==> config.mk <==
export PLATFORM = sky130hd
export DESIGN_NAME = rom_prefetch_fifo
export DESIGN_NICKNAME = d
export VERILOG_FILES = /design/src/rtl/rom_prefetch_fifo.sv
export SDC_FILE = /design/constraint.sdc
export NUM_CORES = 1
export LEC_CHECK = 0
export ABC_AREA = 1
export CAP_MARGIN = 30
export CORE_ASPECT_RATIO = 1.75
export CORE_MARGIN = 5
export CORE_UTILIZATION = 57
export CTS_CLUSTER_DIAMETER = 100
export CTS_CLUSTER_SIZE = 16
export DETAILED_ROUTE_END_ITERATION = 8
export PLACE_DENSITY = 0.8
export SYNTH_ARGS = -nofsm -noshare
export SYNTH_HDL_FRONTEND = slang
export SYNTH_SLANG_ARGS = --single-unit
==> constraint.sdc <==
create_clock -name clk -period 2.43 [get_ports clk]
set_clock_uncertainty 0.15 [all_clocks]
set_input_delay 0.243 -clock clk [delete_from_list [all_inputs] [get_ports clk]]
set_output_delay 0.243 -clock clk [all_outputs]
set_load 0.02 [all_outputs]
==> src/rtl/rom_prefetch_fifo.sv <==
// Prefetches a contiguous run of ROM words into a small FWFT FIFO.
// One flash read in flight at a time; a read is issued only when the FIFO has room.
module rom_prefetch_fifo #(
    parameter int WIDTH      = 8,
    parameter int ADDR_W     = 24,
    parameter int DEPTH_LOG2 = 4
) (
    input  logic                  clk,
    input  logic                  rst,
    input  logic                  start,
    input  logic [ADDR_W-1:0]     base_addr,
    input  logic [15:0]           length,
    input  logic                  abort,
    output logic                  busy,
    output logic                  done,
    output logic [ADDR_W-1:0]     rom_addr,
    output logic                  rom_load,
    input  logic [WIDTH-1:0]      rom_data,
    input  logic                  rom_ready,
    output logic [WIDTH-1:0]      out_data,
    output logic                  out_valid,
    input  logic                  out_pop,
    output logic [DEPTH_LOG2:0]   level
);

    localparam int DEPTH = 1 << DEPTH_LOG2;
    localparam logic [DEPTH_LOG2:0] FULL_LVL = (DEPTH_LOG2 + 1)'(DEPTH);

    typedef enum logic [1:0] {IDLE, ISSUE, GUARD, WAIT} state_t;

    state_t                state, state_nxt;
    logic [ADDR_W-1:0]     cur_addr;
    logic [15:0]           remaining;
    logic [WIDTH-1:0]      mem [DEPTH];
    logic [DEPTH_LOG2-1:0] wr_ptr, rd_ptr;
    logic [DEPTH_LOG2:0]   count;
    logic                  full, empty, accept, push, pop;

    assign full   = (count == FULL_LVL);
    assign empty  = (count == '0);
    assign accept = (state == IDLE) && start && (length != 16'd0);
    assign push   = (state == WAIT) && rom_ready && !abort;
    assign pop    = out_pop && !empty;

    always_ff @(posedge clk or posedge rst) begin
        if (rst) state <= IDLE;
        else     state <= state_nxt;
    end

    always_comb begin
        state_nxt = state;
        unique case (state)
            IDLE:  if (accept) state_nxt = ISSUE;
            ISSUE: if (rom_ready && !full) state_nxt = GUARD;
            GUARD: state_nxt = WAIT;
            WAIT: begin
                if (rom_ready)
                    state_nxt = (remaining == 16'd1) ? IDLE : ISSUE;
            end
            default: state_nxt = IDLE;
        endcase
        if (abort) state_nxt = IDLE;
    end

    always_comb begin
        busy     = (state != IDLE);
        rom_load = (state == ISSUE) && rom_ready && !full && !abort;
    end

    // rom_addr follows cur_addr, so it only moves on run start and after pushes.
    always_ff @(posedge clk or posedge rst) begin
        if (rst) begin
            cur_addr  <= '0;
            remaining <= '0;
            done      <= 1'b0;
        end else begin
            done <= 1'b0;
            if (!abort) begin
                if (accept) begin
                    cur_addr  <= base_addr;
                    remaining <= length;
                end else if (push) begin
                    cur_addr  <= cur_addr + 1'b1;
                    remaining <= remaining - 16'd1;
                    done      <= (remaining == 16'd1);
                end
            end
        end
    end

    always_ff @(posedge clk or posedge rst) begin
        if (rst) begin
            wr_ptr <= '0;
            rd_ptr <= '0;
            count  <= '0;
        end else if (abort) begin
            wr_ptr <= '0;
            rd_ptr <= '0;
            count  <= '0;
        end else begin
            if (push) wr_ptr <= wr_ptr + 1'b1;
            if (pop)  rd_ptr <= rd_ptr + 1'b1;
            unique case ({push, pop})
                2'b10:   count <= count + 1'b1;
                2'b01:   count <= count - 1'b1;
                default: count <= count;
            endcase
        end
    end

    always_ff @(posedge clk) begin
        if (push) mem[wr_ptr] <= rom_data;
    end

    assign rom_addr  = cur_addr;
    assign level     = count;
    assign out_valid = !empty;
    assign out_data  = empty ? '0 : mem[rd_ptr];

endmodule

Word-level counts from Yosys, hierarchy flattened
Memories as Yosys holds them, arrays and structs flattened.
Cells that the tools add are included.
{"block": "classes", "add_sub_neg": 6, "n_eq_ne": 10, "n_mux": 22, "n_bitwise": 1, "n_reduce_logical": 22}
{"operator": "24-bit 2-to-1 mux", "count": 2}
{"operator": "16-bit 2-to-1 mux", "count": 2}
{"operator": "24-bit by 1-bit adder with 24-bit output, second input constant", "count": 1}
{"operator": "16-bit by 1-bit equality test with 1-bit output, second input constant", "count": 1}
{"operator": "4-bit 2-to-1 mux", "count": 4}
{"operator": "16-bit nonzero test", "count": 1}
{"operator": "16-bit by 1-bit subtractor with 16-bit output, second input constant", "count": 1}
{"operator": "5-bit one-hot mux with 2 select lines", "count": 1}
{"operator": "1-bit logical AND", "count": 9}
{"operator": "3-bit inequality test, second input constant", "count": 3}
{"operator": "4-bit by 1-bit adder with 4-bit output, second input constant", "count": 2}
{"operator": "2-bit 2-to-1 mux", "count": 4}
{"operator": "8-bit 2-to-1 mux", "count": 1}
{"operator": "2-bit one-hot mux with 4 select lines", "count": 1}
{"operator": "2-bit nonzero test", "count": 4}
{"operator": "2-bit equality test, second input constant", "count": 3}
{"operator": "1-bit 2-to-1 mux", "count": 6}
{"operator": "5-bit by 1-bit adder with 5-bit output, second input constant", "count": 1}
{"operator": "5-bit equality test, second input constant", "count": 1}
{"operator": "5-bit zero test", "count": 1}
{"operator": "5-bit 2-to-1 mux", "count": 1}
{"operator": "5-bit by 1-bit subtractor with 5-bit output, second input constant", "count": 1}
{"operator": "2-bit by 1-bit equality test with 1-bit output, second input constant", "count": 2}
{"operator": "1-bit zero test", "count": 3}
{"operator": "5 further kinds", "count": 5}
{"block": "word_totals", "regBits": 56, "ramBits": 128, "in_bits": 54, "output_inout_bits": 41, "elab_cells": 69, "mem_count": 1}
{"name": "mem", "depth": 16, "word_bits": 8, "read_ports": 1, "rd_clocked_by_memory_dff": 0, "wr": 1, "line_no": "34", "source": "logic [WIDTH-1:0] mem [DEPTH];"}

Longest topological paths before layout
Gate-level depths: netlist of run 1.
{"block": "depth", "depth_word": 6, "ltp_mapped": 17}

Least setup slack after synthesis of run 1
Ideal clock, no wire load.
{"block": "synth_timing", "kind": "register to register", "start": "reg count[0], in the netlist level[0]", "end": "reg count[4], in the netlist level[4]", "setup_time_ps": 118, "arrival_ps": 1788, "t_required_ps": 2162, "slack_ps": 374, "stages_incl_launch_ff": 16, "path_cell_list": "dfrtp_1 -> nor2_2 -> nand3_2 -> nand3_2 -> nand2_1 -> nand2_1 -> inv_1 -> ha_1 -> inv_1 -> nand2_1 -> nand2_1 -> nand2_1 -> nand2_1 -> nand2_1 -> nand3_1 -> nand2_1"}
{"block": "synth_between", "elab_chain_len": 6}
{"item": "start, declared", "line_no": "36", "source": "logic [DEPTH_LOG2:0] count;"}
{"item": "start signal, assigned", "line_no": "104", "source": "2'b10: count <= count + 1'b1;"}
{"item": "start signal, assigned", "line_no": "105", "source": "2'b01: count <= count - 1'b1;"}
{"item": "start signal, assigned", "line_no": "106", "source": "default: count <= count;"}
{"item": "5-bit zero test *", "line_no": "40", "source": "assign empty = (count == '0);"}
{"item": "1-bit zero test *"}
{"item": "via out_valid", "line_no": "21", "source": "output logic out_valid,"}
{"item": "1-bit logical AND *", "line_no": "43", "source": "assign pop = out_pop && !empty;"}
{"item": "2-bit by 1-bit equality test with 1-bit output / 2-bit equality test (equally long branches)", "line_no": "103", "source": "unique case ({push, pop})"}
{"item": "5-bit one-hot mux with 2 select lines", "line_no": "103"}
{"item": "5-bit 2-to-1 mux", "line_no": "96", "source": "end else if (abort) begin"}
The timed path passes the listed nets; every way through them passes the cells marked *.
A chain may end at the register's enable or synchronous reset.

Worst setup path after layout of run 1
{"block": "layout_timing", "start": "reg rd_ptr[1]", "end": "out out_data[0]"}
{"block": "layout_between", "elab_chain_len": 2}
{"item": "start, declared", "line_no": "35", "source": "logic [DEPTH_LOG2-1:0] wr_ptr, rd_ptr;"}
{"item": "start signal, assigned", "line_no": "102", "source": "if (pop) rd_ptr <= rd_ptr + 1'b1;"}
{"item": "memory read 16 x 8 bit"}
{"item": "8-bit 2-to-1 mux", "line_no": "118", "source": "assign out_data = empty ? '0 : mem[rd_ptr];"}
{"item": "end, declared", "line_no": "20", "source": "output logic [WIDTH-1:0] out_data,"}
Every way passes these cells.

==> flow_summary.toml, run 1 <==
[status]
outcome = "finished with violations"
failed_checks = "setup timing"

[critical_path]
crit_path_cell_trace = "inv_2, buf_12, buf_12, o21ai_0, o22ai_1, nor2_1, nor2_1, o21ai_0, a21oi_1, buf_4"
crit_path_max_fo = 10
worst_reg2reg_path_depth = 16
worst-setup-path-type = "flip-flop to primary output"
crit_required_ns = 2.04
path_buf_inv = 4
crit_path_start_kind = "flip-flop"
crit_arrival_ns = 2.07
critPathTopFamily = "compound AO/OA/AOI/OAI gates"
critical_path.reg2reg.startpoint = "state[0]"
timing.critical_path.to_type = "primary output"
timing.rr.end = "level[4]"
cpMaxStageDelayCell = "sky130_fd_sc_hd__dfrtp_1"
ff2ff_setup_slack_ns = 0.12
worst_path_largest_cell_delay_ns = 0.41

[route]
drt.antenna.violating_nets = 0
finalWirelength_um = 23600
detail_route.first_pass.iterations = 5
initialDrtViolationCount = 442
detail_route.wl_per_cell_um = 18.7
drc = 0
post_drt_via_cell_ratio = 5.87
vias = 7423

[cts]
cts_tree = "yes"
ctsLongestPathBuffers = 2
ctsHtreeMaxLevel = 4
clockRootBuffer = "sky130_fd_sc_hd__clkbuf_16"
clk_pin_slew_worst_paths_ns = 0.08
cts.sinks = 184
cts_inserted_buffers = 17
worstSkewPairLatency_ns = 0.43

[synth]
syn-num-nets = 1010
synth.ff_latch_count = 184
synth.area.top_cells = "sky130_fd_sc_hd__edfxtp_1, sky130_fd_sc_hd__dfrtp_1, sky130_fd_sc_hd__nor2_1"
ys_seq_area_share_pct = 58.3
post_synth_num_cell_types = 38
post-synth-top-area-fraction_pct = 42.7
post-synth-top-area-cell = "sky130_fd_sc_hd__edfxtp_1"
ys_async_sr_fraction_pct = 30.4
synth-warning-count = 0
postSynth.topFlopCell = "sky130_fd_sc_hd__edfxtp_1"
synth-edff-count = 128
syn_area_per_cell_um2 = 9.55
synthCells = 943
netlist_area_mm2 = 0.00900

[finish]
layout.cells.most_common = "sky130_fd_sc_hd__nor2_1"
most_used_cells_in_the_layout_excluding_fill_and_tap_cells = "sky130_fd_sc_hd__nor2_1, sky130_fd_sc_hd__nand2_1, sky130_fd_sc_hd__edfxtp_1, sky130_fd_sc_hd__o21ai_0, sky130_fd_sc_hd__clkdlybuf4s50_1"
final_area_mm2 = 0.0111
ant_cells = 0
layout-drive-gt1-share_pct = 12.3
layout_net_count = 1132
fill_cells = 1123
seq_area_mm2 = 0.00525
area.growth.synth_to_final_pct = 23.3
instances_no_fill = 1264
multiInputGateArea_mm2 = 0.00326

[sta]
final.period_utilization_pct = 101
worst_pin_slew_ns = 0.609
achievable-frequency_mhz = 407
final_min_period_ns = 2.46
final.setup.tns_ns = -0.0286
timing.slew.headroom_pct = 59.3
number_of_hold_violations_in_the_final_report = 0
rsz0062_at_grt = "yes"
timing_max_transition_violations_final = 0
worst_slack_ns = -0.0286
report.final.setup_viol = 1

[hold_path]
hold_class = "primary input to asynchronous set/reset pin"

[place]
detailedPlacementHpwl_um = 16400
placed_cell_area_mm2 = 0.0104
finalWeightedCongestion = 0.926
post-place-cells = 1227
detailedPlace.worstSlack_ns = 0.00510
io_buffers = 94

[power]
totalPowerFinal_mw = 11.3
leakage_power_nw = 4.36
power_density_mw_per_mm2 = 1020
ir_worst_vdd_v = 0.000680

[global_route]
grt_pass1_vias = 7442
grt_remaining_overflow = 0
grt_start_max_net_pins = 52
grt_first_pass_wirelength_um = 36900
antenna_found_initial = 0
groute.usage.overall_pct = 25.2

[floorplan]
die_x_um = 105
core_region_area_mm2 = 0.0155
starting_density_of_the_core_pct = 58.2
rows = 60
die-height_um = 176
fp.dieArea_mm2 = 0.0185
design.portCount = 95

[run]
drv_cap = 0
where the power goes:
part / internal, mW / total, mW / switching [mW]
registers: 3.73 / 4.22 / 0.485
logic: 1.77 / 4.30 / 2.53
clock network: 1.42 / 2.81 / 1.39
total: 6.92 / 11.3 / 4.41
worst max path at each step:
stage / start / end / slack [ns] / cells past startpoint
after detailed placement: rd_ptr[0] / out_data[2] / 0.005 / 7
after floorplan: level[0] / level[4] / 0.37 / 15
after global placement: rd_ptr[0] / out_data[0] / 0.06 / 9
final: rd_ptr[1] / out_data[0] / -0.03 / 10
after CTS: rd_ptr[0] / out_data[2] / 0.009 / 7
after global routing: rd_ptr[1] / out_data[0] / -0.11 / 10
per-layer routing:
| metal | track usage (%) | vias to the layer above | share of wire [%] |
|---|---|---|---|
| met2 | 46.7 | 345 | 54 |
| met1 | 26.9 | 3494 | 34 |
| met3 | 4.50 | 68 | 7.0 |
| met4 | 13.0 | 0 | 4.7 |
| li1 | - | 3516 | - |
| met5 | 0 | - | 0 |
final cells by class:
cell class                      instances  area share, %
Clock buffer                           17           3.83
Clock inverter                         15           1.71
Inverter                               76           2.61
Multi-Input combinational cell        640           29.4
Sequential cell                       184           47.3
Tap cell                              186           2.10
Timing Repair Buffer                  146           13.1
cell usage after synthesis, drive strengths merged (16+ instances only):
library cell,instances
clkbuf,16
inv,75
o221ai,26
nand2,154
buf,27
a21oi,19
nor2,159
nand3,58
nor3,20
dfrtp,56
edfxtp,128
o21ai,131
metrics by stage:
step / hold WS, ns / util, %
3_3_place_gp: 0.334 / 67.1
3_5_place_dp: 0.349 / 67.1
4_1_cts: 0.0134 / 70.8
6_report: 0.00468 / 71.8
2_1_floorplan: 0.192 / -
5_1_grt: 0.0333 / 71.8
kinds of logic after synthesis:
family / count (synthesis) / synth area share (%)
xor gates and xnor gates: 10 / 0.973
adders and majority gates: 13 / 1.81
and+or+nand+nor: 405 / 19.5
DFF: 184 / 58.3
AOI/OAI and AO/OA: 212 / 13.6
buffers and inverters: 119 / 5.81
what timing repair did:
action,CTS,global route
pin swaps,0,8
setup endpoints to repair,8,10
buffers inserted,0,3
resized for setup,35,30
cloned,0,2
hold buffers,0,0
worst reg2reg max path, cell delays in order, from the launching register on:
cell	delay, ns
sky130_fd_sc_hd__dfrtp_2	0.45
sky130_fd_sc_hd__ha_1	0.26
sky130_fd_sc_hd__nand2_2	0.11
sky130_fd_sc_hd__inv_2	0.05
sky130_fd_sc_hd__nand2_2	0.14
sky130_fd_sc_hd__nand3_2	0.17
sky130_fd_sc_hd__nand2_1	0.12
sky130_fd_sc_hd__nand2_1	0.05
sky130_fd_sc_hd__inv_1	0.08
sky130_fd_sc_hd__ha_1	0.14
sky130_fd_sc_hd__inv_1	0.03
sky130_fd_sc_hd__nand2_1	0.07
sky130_fd_sc_hd__nand2_1	0.09
sky130_fd_sc_hd__nand2_1	0.09
sky130_fd_sc_hd__nand3_1	0.07
sky130_fd_sc_hd__nand3_1	0.08
sky130_fd_sc_hd__nand2_1	0.05
registers in the layout (all words and copies together), names as in the netlist:
name,flops
done,1
level,5
mem,128
rd_ptr,4
remaining,16
rom_addr,24
state,2
wr_ptr,4
(Power assumes the default switching activity.)
==> run 2, diff against run 1 <==
--- a/config.mk
+++ b/config.mk
@@ -6,6 +6,7 @@
 export NUM_CORES = 1
 export LEC_CHECK = 0
 export ABC_AREA = 1
+export ABC_CLOCK_PERIOD_IN_PS = 2430
 export CAP_MARGIN = 30
 export CORE_ASPECT_RATIO = 1.75
 export CORE_MARGIN = 5
==> results of run 2 <==
The final DEF is identical to that of run 1; final timing and power are the same.
